`src/rtl/pmod_jstk_responder.sv`:
```
// SPI mode-0 responder emulating a PmodJSTK: returns a 5-byte position/button
// frame on miso and latches LED command bits from the first mosi byte.
module pmod_jstk_responder #(
  parameter int SYNC_STAGES = 2
) (
  input  logic       clk,
  input  logic       rst,
  input  logic       ss,
  input  logic       sclk,
  input  logic       mosi,
  output logic       miso,
  input  logic [9:0] x_pos,
  input  logic [9:0] y_pos,
  input  logic [2:0] buttons,
  output logic [1:0] led_cmd,
  output logic       xfer_done,
  output logic       xfer_abort,
  output logic       busy
);

  typedef enum logic [1:0] {
    ST_IDLE  = 2'd0,
    ST_SHIFT = 2'd1,
    ST_DRAIN = 2'd2
  } state_t;

  logic [SYNC_STAGES-1:0] ss_sync_q, ss_sync_d;
  logic [SYNC_STAGES-1:0] sclk_sync_q, sclk_sync_d;
  logic [SYNC_STAGES-1:0] mosi_sync_q, mosi_sync_d;
  logic                   ss_prev_q, sclk_prev_q;

  state_t      state_q, state_d;
  logic [5:0]  cnt_q, cnt_d;
  logic [39:0] frame_q, frame_d;
  logic [7:0]  cmd_q, cmd_d;
  logic        miso_q, miso_d;
  logic [1:0]  led_q, led_d;
  logic        done_q, done_d;
  logic        abort_q, abort_d;
  logic        busy_q, busy_d;

  logic        ss_s, sclk_s, mosi_s;
  logic        ss_fall_s, ss_rise_s, sclk_rise_s, sclk_fall_s;
  logic [39:0] snap_s;

  // Synchronizer shift chains (SYNC_STAGES must be at least 2)
  always_comb begin
    ss_sync_d   = {ss_sync_q[SYNC_STAGES-2:0], ss};
    sclk_sync_d = {sclk_sync_q[SYNC_STAGES-2:0], sclk};
    mosi_sync_d = {mosi_sync_q[SYNC_STAGES-2:0], mosi};
  end

  assign ss_s        = ss_sync_q[SYNC_STAGES-1];
  assign sclk_s      = sclk_sync_q[SYNC_STAGES-1];
  assign mosi_s      = mosi_sync_q[SYNC_STAGES-1];
  assign ss_fall_s   = ss_prev_q & ~ss_s;
  assign ss_rise_s   = ~ss_prev_q & ss_s;
  assign sclk_rise_s = ~sclk_prev_q & sclk_s;
  assign sclk_fall_s = sclk_prev_q & ~sclk_s;
  assign snap_s      = {x_pos[7:0], 6'b000000, x_pos[9:8],
                        y_pos[7:0], 6'b000000, y_pos[9:8],
                        5'b00000, buttons};

  // Transaction sequencer; an ss rise pre-empts any sclk edge in the same cycle
  always_comb begin
    state_d = state_q;
    cnt_d   = cnt_q;
    frame_d = frame_q;
    cmd_d   = cmd_q;
    miso_d  = miso_q;
    led_d   = led_q;
    done_d  = 1'b0;
    abort_d = 1'b0;
    case (state_q)
      ST_IDLE: begin
        miso_d = 1'b0;
        if (ss_fall_s) begin
          state_d = ST_SHIFT;
          frame_d = snap_s;
          cnt_d   = 6'd0;
          cmd_d   = 8'h00;
          miso_d  = snap_s[39];
        end else begin
          state_d = ST_IDLE;
        end
      end
      ST_SHIFT: begin
        if (ss_rise_s) begin
          state_d = ST_IDLE;
          abort_d = 1'b1;
          miso_d  = 1'b0;
          cnt_d   = 6'd0;
        end else if (sclk_rise_s) begin
          cmd_d = {cmd_q[6:0], mosi_s};
          cnt_d = cnt_q + 6'd1;
          if ((cnt_d == 6'd8) && cmd_d[7]) begin
            led_d = cmd_d[1:0];
          end else begin
            led_d = led_q;
          end
          if (cnt_d == 6'd40) begin
            state_d = ST_DRAIN;
            miso_d  = 1'b0;
          end else begin
            state_d = ST_SHIFT;
          end
        end else if (sclk_fall_s) begin
          frame_d = {frame_q[38:0], 1'b0};
          miso_d  = frame_d[39];
        end else begin
          state_d = ST_SHIFT;
        end
      end
      ST_DRAIN: begin
        miso_d = 1'b0;
        if (ss_rise_s) begin
          state_d = ST_IDLE;
          done_d  = 1'b1;
          cnt_d   = 6'd0;
        end else begin
          state_d = ST_DRAIN;
        end
      end
      default: begin
        state_d = ST_IDLE;
        cnt_d   = 6'd0;
        miso_d  = 1'b0;
      end
    endcase
    busy_d = (state_d != ST_IDLE);
  end

  // State, synchronizer and output registers
  always_ff @(posedge clk or negedge rst) begin
    if (!rst) begin
      ss_sync_q   <= {SYNC_STAGES{1'b1}};
      sclk_sync_q <= {SYNC_STAGES{1'b0}};
      mosi_sync_q <= {SYNC_STAGES{1'b0}};
      ss_prev_q   <= 1'b1;
      sclk_prev_q <= 1'b0;
      state_q     <= ST_IDLE;
      cnt_q       <= 6'd0;
      frame_q     <= 40'd0;
      cmd_q       <= 8'h00;
      miso_q      <= 1'b0;
      led_q       <= 2'b00;
      done_q      <= 1'b0;
      abort_q     <= 1'b0;
      busy_q      <= 1'b0;
    end else begin
      ss_sync_q   <= ss_sync_d;
      sclk_sync_q <= sclk_sync_d;
      mosi_sync_q <= mosi_sync_d;
      ss_prev_q   <= ss_s;
      sclk_prev_q <= sclk_s;
      state_q     <= state_d;
      cnt_q       <= cnt_d;
      frame_q     <= frame_d;
      cmd_q       <= cmd_d;
      miso_q      <= miso_d;
      led_q       <= led_d;
      done_q      <= done_d;
      abort_q     <= abort_d;
      busy_q      <= busy_d;
    end
  end

  assign miso       = miso_q;
  assign led_cmd    = led_q;
  assign xfer_done  = done_q;
  assign xfer_abort = abort_q;
  assign busy       = busy_q;

endmodule

```
`config.mk`:
```
export PLATFORM = sky130hd
export DESIGN_NAME = pmod_jstk_responder
export DESIGN_NICKNAME = d
export VERILOG_FILES = /design/src/rtl/pmod_jstk_responder.sv
export SDC_FILE = /design/constraint.sdc
export NUM_CORES = 1
export LEC_CHECK = 0
export CAP_MARGIN = 10
export CORE_UTILIZATION = 50
export DETAILED_ROUTE_END_ITERATION = 8
export PLACE_DENSITY = 0.72
export SYNTH_ARGS = -nofsm -noshare
export SYNTH_HDL_FRONTEND = slang
export SYNTH_SLANG_ARGS = --single-unit
```
`constraint.sdc`:
```
create_clock -name clk -period 2 [get_ports clk]
set_clock_uncertainty 0.05 [all_clocks]
set_input_delay 0.4 -clock clk [delete_from_list [all_inputs] [get_ports clk]]
set_output_delay 0.4 -clock clk [all_outputs]
set_load 0.01 [all_outputs]
```
==> metrics.md <==
| Metric | Value |
|---|---|
| Status | completed |
| Final-report setup violation count | 0 |
| Die height | 78.3 um |
| Reg2Reg Depth | 6 |
| Yosys warning count | 0 |
| Yosys cell types | 38 |
| Clk sinks | 68 |
| Core area | 5570 sq um |
| Layout Nets | 348 |
| First DRT Iteration DRCs | 78 |
| Highest clock rate | 515 MHz |
| Mean Syn Cell Area | 10.7 sq um |
| FF-to-FF Start | cnt_q[0]$_DFFE_PN0P_ |
| Number of synthesized flops with an enable pin | 0 |
| Seq pwr share | 48.3% |
| DRT Pass-1 Iters | 4 |
| FFs w/ async S/R, synth | 100% |
| Synth top cells by count | dfrtp_1, nand2_1, o21ai_0, nand3_1, mux2i_1 |
| Layout cells sized above 1 | 15.2% |
| Drt via density | 5.28 |
| Synth top area share | 55.9% |
| Antenna Diode Count | 0 |
| Routed wire per std cell | 13.5 um |
| Pwr Density | 997 nW/um^2 |
| Power after layout | 3630 uW |
| DRC viols | 0 |
| TritonCTS Buffers | 9 |
| Cells after Synth | 273 |
| Die width | 78.3 um |
| Internal Power | 2670 uW |
| Area growth syn-to-layout | 25.2% |
| Post-Place Cells | 379 |
| Relative slew slack | 61.3% |
| Pleak | 0.00174 uW |
| DPL Wire Length | 3620 um |
| CTS tree | built |
| Die Area | 6130 sq um |
| Post CTS Setup Buffer Count | 0 |
| Slowest CP cell | or3b_4 |
| Top Family by Delay on Critical Path | simple AND/OR/NAND/NOR gates |
| Total track usage | 20.5% |
| Post-DRT Antenna Nets | 0 |
| Cell Count, Final, Fillers Out | 395 |
| CP arrival | 2.12 ns |
| Final cycle utilization of the critical path | 97.2% |
| Initial Util | 52.2% |
| Max VDD drop | 504 uV |
| Synthesized area | 2910 sq um |
| Logic gate share of total power | 17.6% |
| Count leader, synth | dfrtp_1 |
| Switching Share | 26.6% |
| Cell Rows | 27 |
| Clk slew on worst S/H paths | 0.07 ns |
| Global-route wire length before repair | 9450 um |
| Yosys top cell by area | dfrtp_1 |
| Worst-Margin Slew | 0.580 ns |
| Io pins | 34 |
| Total gr overflow | 0 |
| Worst Hold Class | in -> async |
| Routed vias | 2087 |
| Setup total negative slack | 0 ns |
| Fill count | 474 |
| Reg-to-Reg End | led_cmd[0]$_DFFE_PN0P_ |
| Max-Cap Viols | 0 |
| Wirelength, routed | 5340 um |
| Critical path class | reg -> reg |
| Cell breakdown of the critical path | ha_1 > nor4b_2 > nand2_1 > o21ai_2 > or3b_4 > mux2_4 |
| Slew Viols, Final | 0 |
| Final RePlAce weighted congestion | 0.809 |
| Clk_lat worst skew | 0.34 ns |
| Number of antenna violations at the first check in global routing | 0 |
| Sw Pwr | 966 uW |
| CP Launch Type | flip-flop |
| Vias in the first global route | 2024 |
| CP endpoint kind | flip-flop |
| Worst R2R Setup Slack | 0.06 ns |
| Syn_nets | 303 |
| WP buf/inv | 0 |
| Synth Flop Type | dfrtp_1 |
| Clk buf depth | 2 |
| CP required | 2.18 ns |
| Final Hold Viols | 0 |
| Final min period | 1.94 ns |
| Top cells by area, synth | dfrtp_1, nand2_1, mux2i_1 |
| Clock power share | 34.1% |
| Count of input and output buffers | 33 |
| Sequential share of the synthesized area | 58.6% |
| Largest net degree at the start of global routing | 61 |
| Root buf cell | clkbuf_8 |
| CTS HTree Levels | 3 |
| CP max FO | 3 |
| Slowest Stage Delay on Critical Path | 0.41 ns |
| Synthesized flop and latch total | 68 |
[power groups by stage]
stage | registers (uW) | clock network, uW | logic, uW
6_report | 1760 | 1240 | 638
5_1_grt | 1790 | 1330 | 737
4_1_cts | 1760 | 1270 | 651
3_5_place_dp | 1780 | 0 | 651
3_3_place_gp | 1770 | 0 | 627
2_1_floorplan | 1750 | 0 | 419
[kinds of logic (layout without fill, tap and decap cells)]
| kind of cell | Yosys count | after routing | share of synthesized area, % |
|---|---|---|---|
| xor gates and xnor gates | 3 | 3 | 0.903 |
| DFF | 68 | 68 | 58.6 |
| muxes | 26 | 26 | 9.42 |
| buffers and inverters | 16 | 66 | 2.49 |
| adders and majority gates | 2 | 2 | 0.860 |
| and+or+nand+nor | 111 | 111 | 17.6 |
| AOI/OAI and AO/OA | 47 | 47 | 10.1 |
[layout by cell type (no fill, tap or decap), types with 3 or more instances in the layout]
cell type / n
nand2_1: 64
dfrtp_1: 64
clkdlybuf4s50_1: 32
o21ai_0: 29
nand3_1: 22
mux2i_1: 21
buf_4: 14
a22o_1: 10
clkbuf_8: 10
nand2b_1: 5
mux2_2: 3
nor3_1: 3
buf_12: 3
dfstp_2: 3
[worst max-delay path by stage]
stage                                  end  slack, ns                 start  cells past startpoint
floorplan           led_cmd[0]$_DFFE_PN0P_       0.02  cnt_q[0]$_DFFE_PN0P_                      6
global route        led_cmd[0]$_DFFE_PN0P_      -0.02  cnt_q[0]$_DFFE_PN0P_                      6
CTS                 led_cmd[0]$_DFFE_PN0P_       0.04  cnt_q[0]$_DFFE_PN0P_                      6
detailed placement  led_cmd[1]$_DFFE_PN0P_       0.07  cnt_q[0]$_DFFE_PN0P_                      6
global placement    led_cmd[1]$_DFFE_PN0P_       0.08  cnt_q[0]$_DFFE_PN0P_                      6
finish              led_cmd[0]$_DFFE_PN0P_       0.06  cnt_q[0]$_DFFE_PN0P_                      6
[final cells by class]
class | count | area (sq um) | share of cell area, %
clock inverter | 4 | 72.6 | 1.99
clock buffer | 12 | 145 | 3.98
tap | 72 | 90.1 | 2.47
sequential | 68 | 1710 | 46.8
multi-input combinational | 189 | 1140 | 31.2
timing repair buffer | 50 | 490 | 13.5
[state kept, by name, summed over array words and instances (netlist names)]
name         flops
sclk_sync_q      2
ss_prev_q        1
mosi_sync_q      2
led_cmd          2
cmd_q            7
xfer_abort       1
sclk_prev_q      1
miso             1
busy             1
xfer_done        1
ss_sync_q        2
cnt_q            6
state_q          2
frame_q         39
[through the flow]
step	worst slack (ns)	area (sq um)	hold WS [ns]	util, %
global placement	0.0757	3420	0.284	61.3
finish	0.0566	3640	0.00486	65.4
CTS	0.0391	3640	0.00882	65.2
detailed placement	0.0671	3420	0.288	61.3
floorplan	0.0213	2910	0.0544	-
global route	-0.0161	3640	0.0356	65.4
[routing by layer]
metal | track usage, % | wire (um)
met1 | 27.6 | 2480
met2 | 30.4 | 2500
met4 | 10.4 | 117
met3 | 5.81 | 237
met5 | 0 | 0
[repair_timing]
action | in CTS | in global routing
setup endpoints to repair | 0 | 2
hold buffers | 0 | 0
gates resized for setup | 0 | 2
Power figures use the tool's default switching activity.
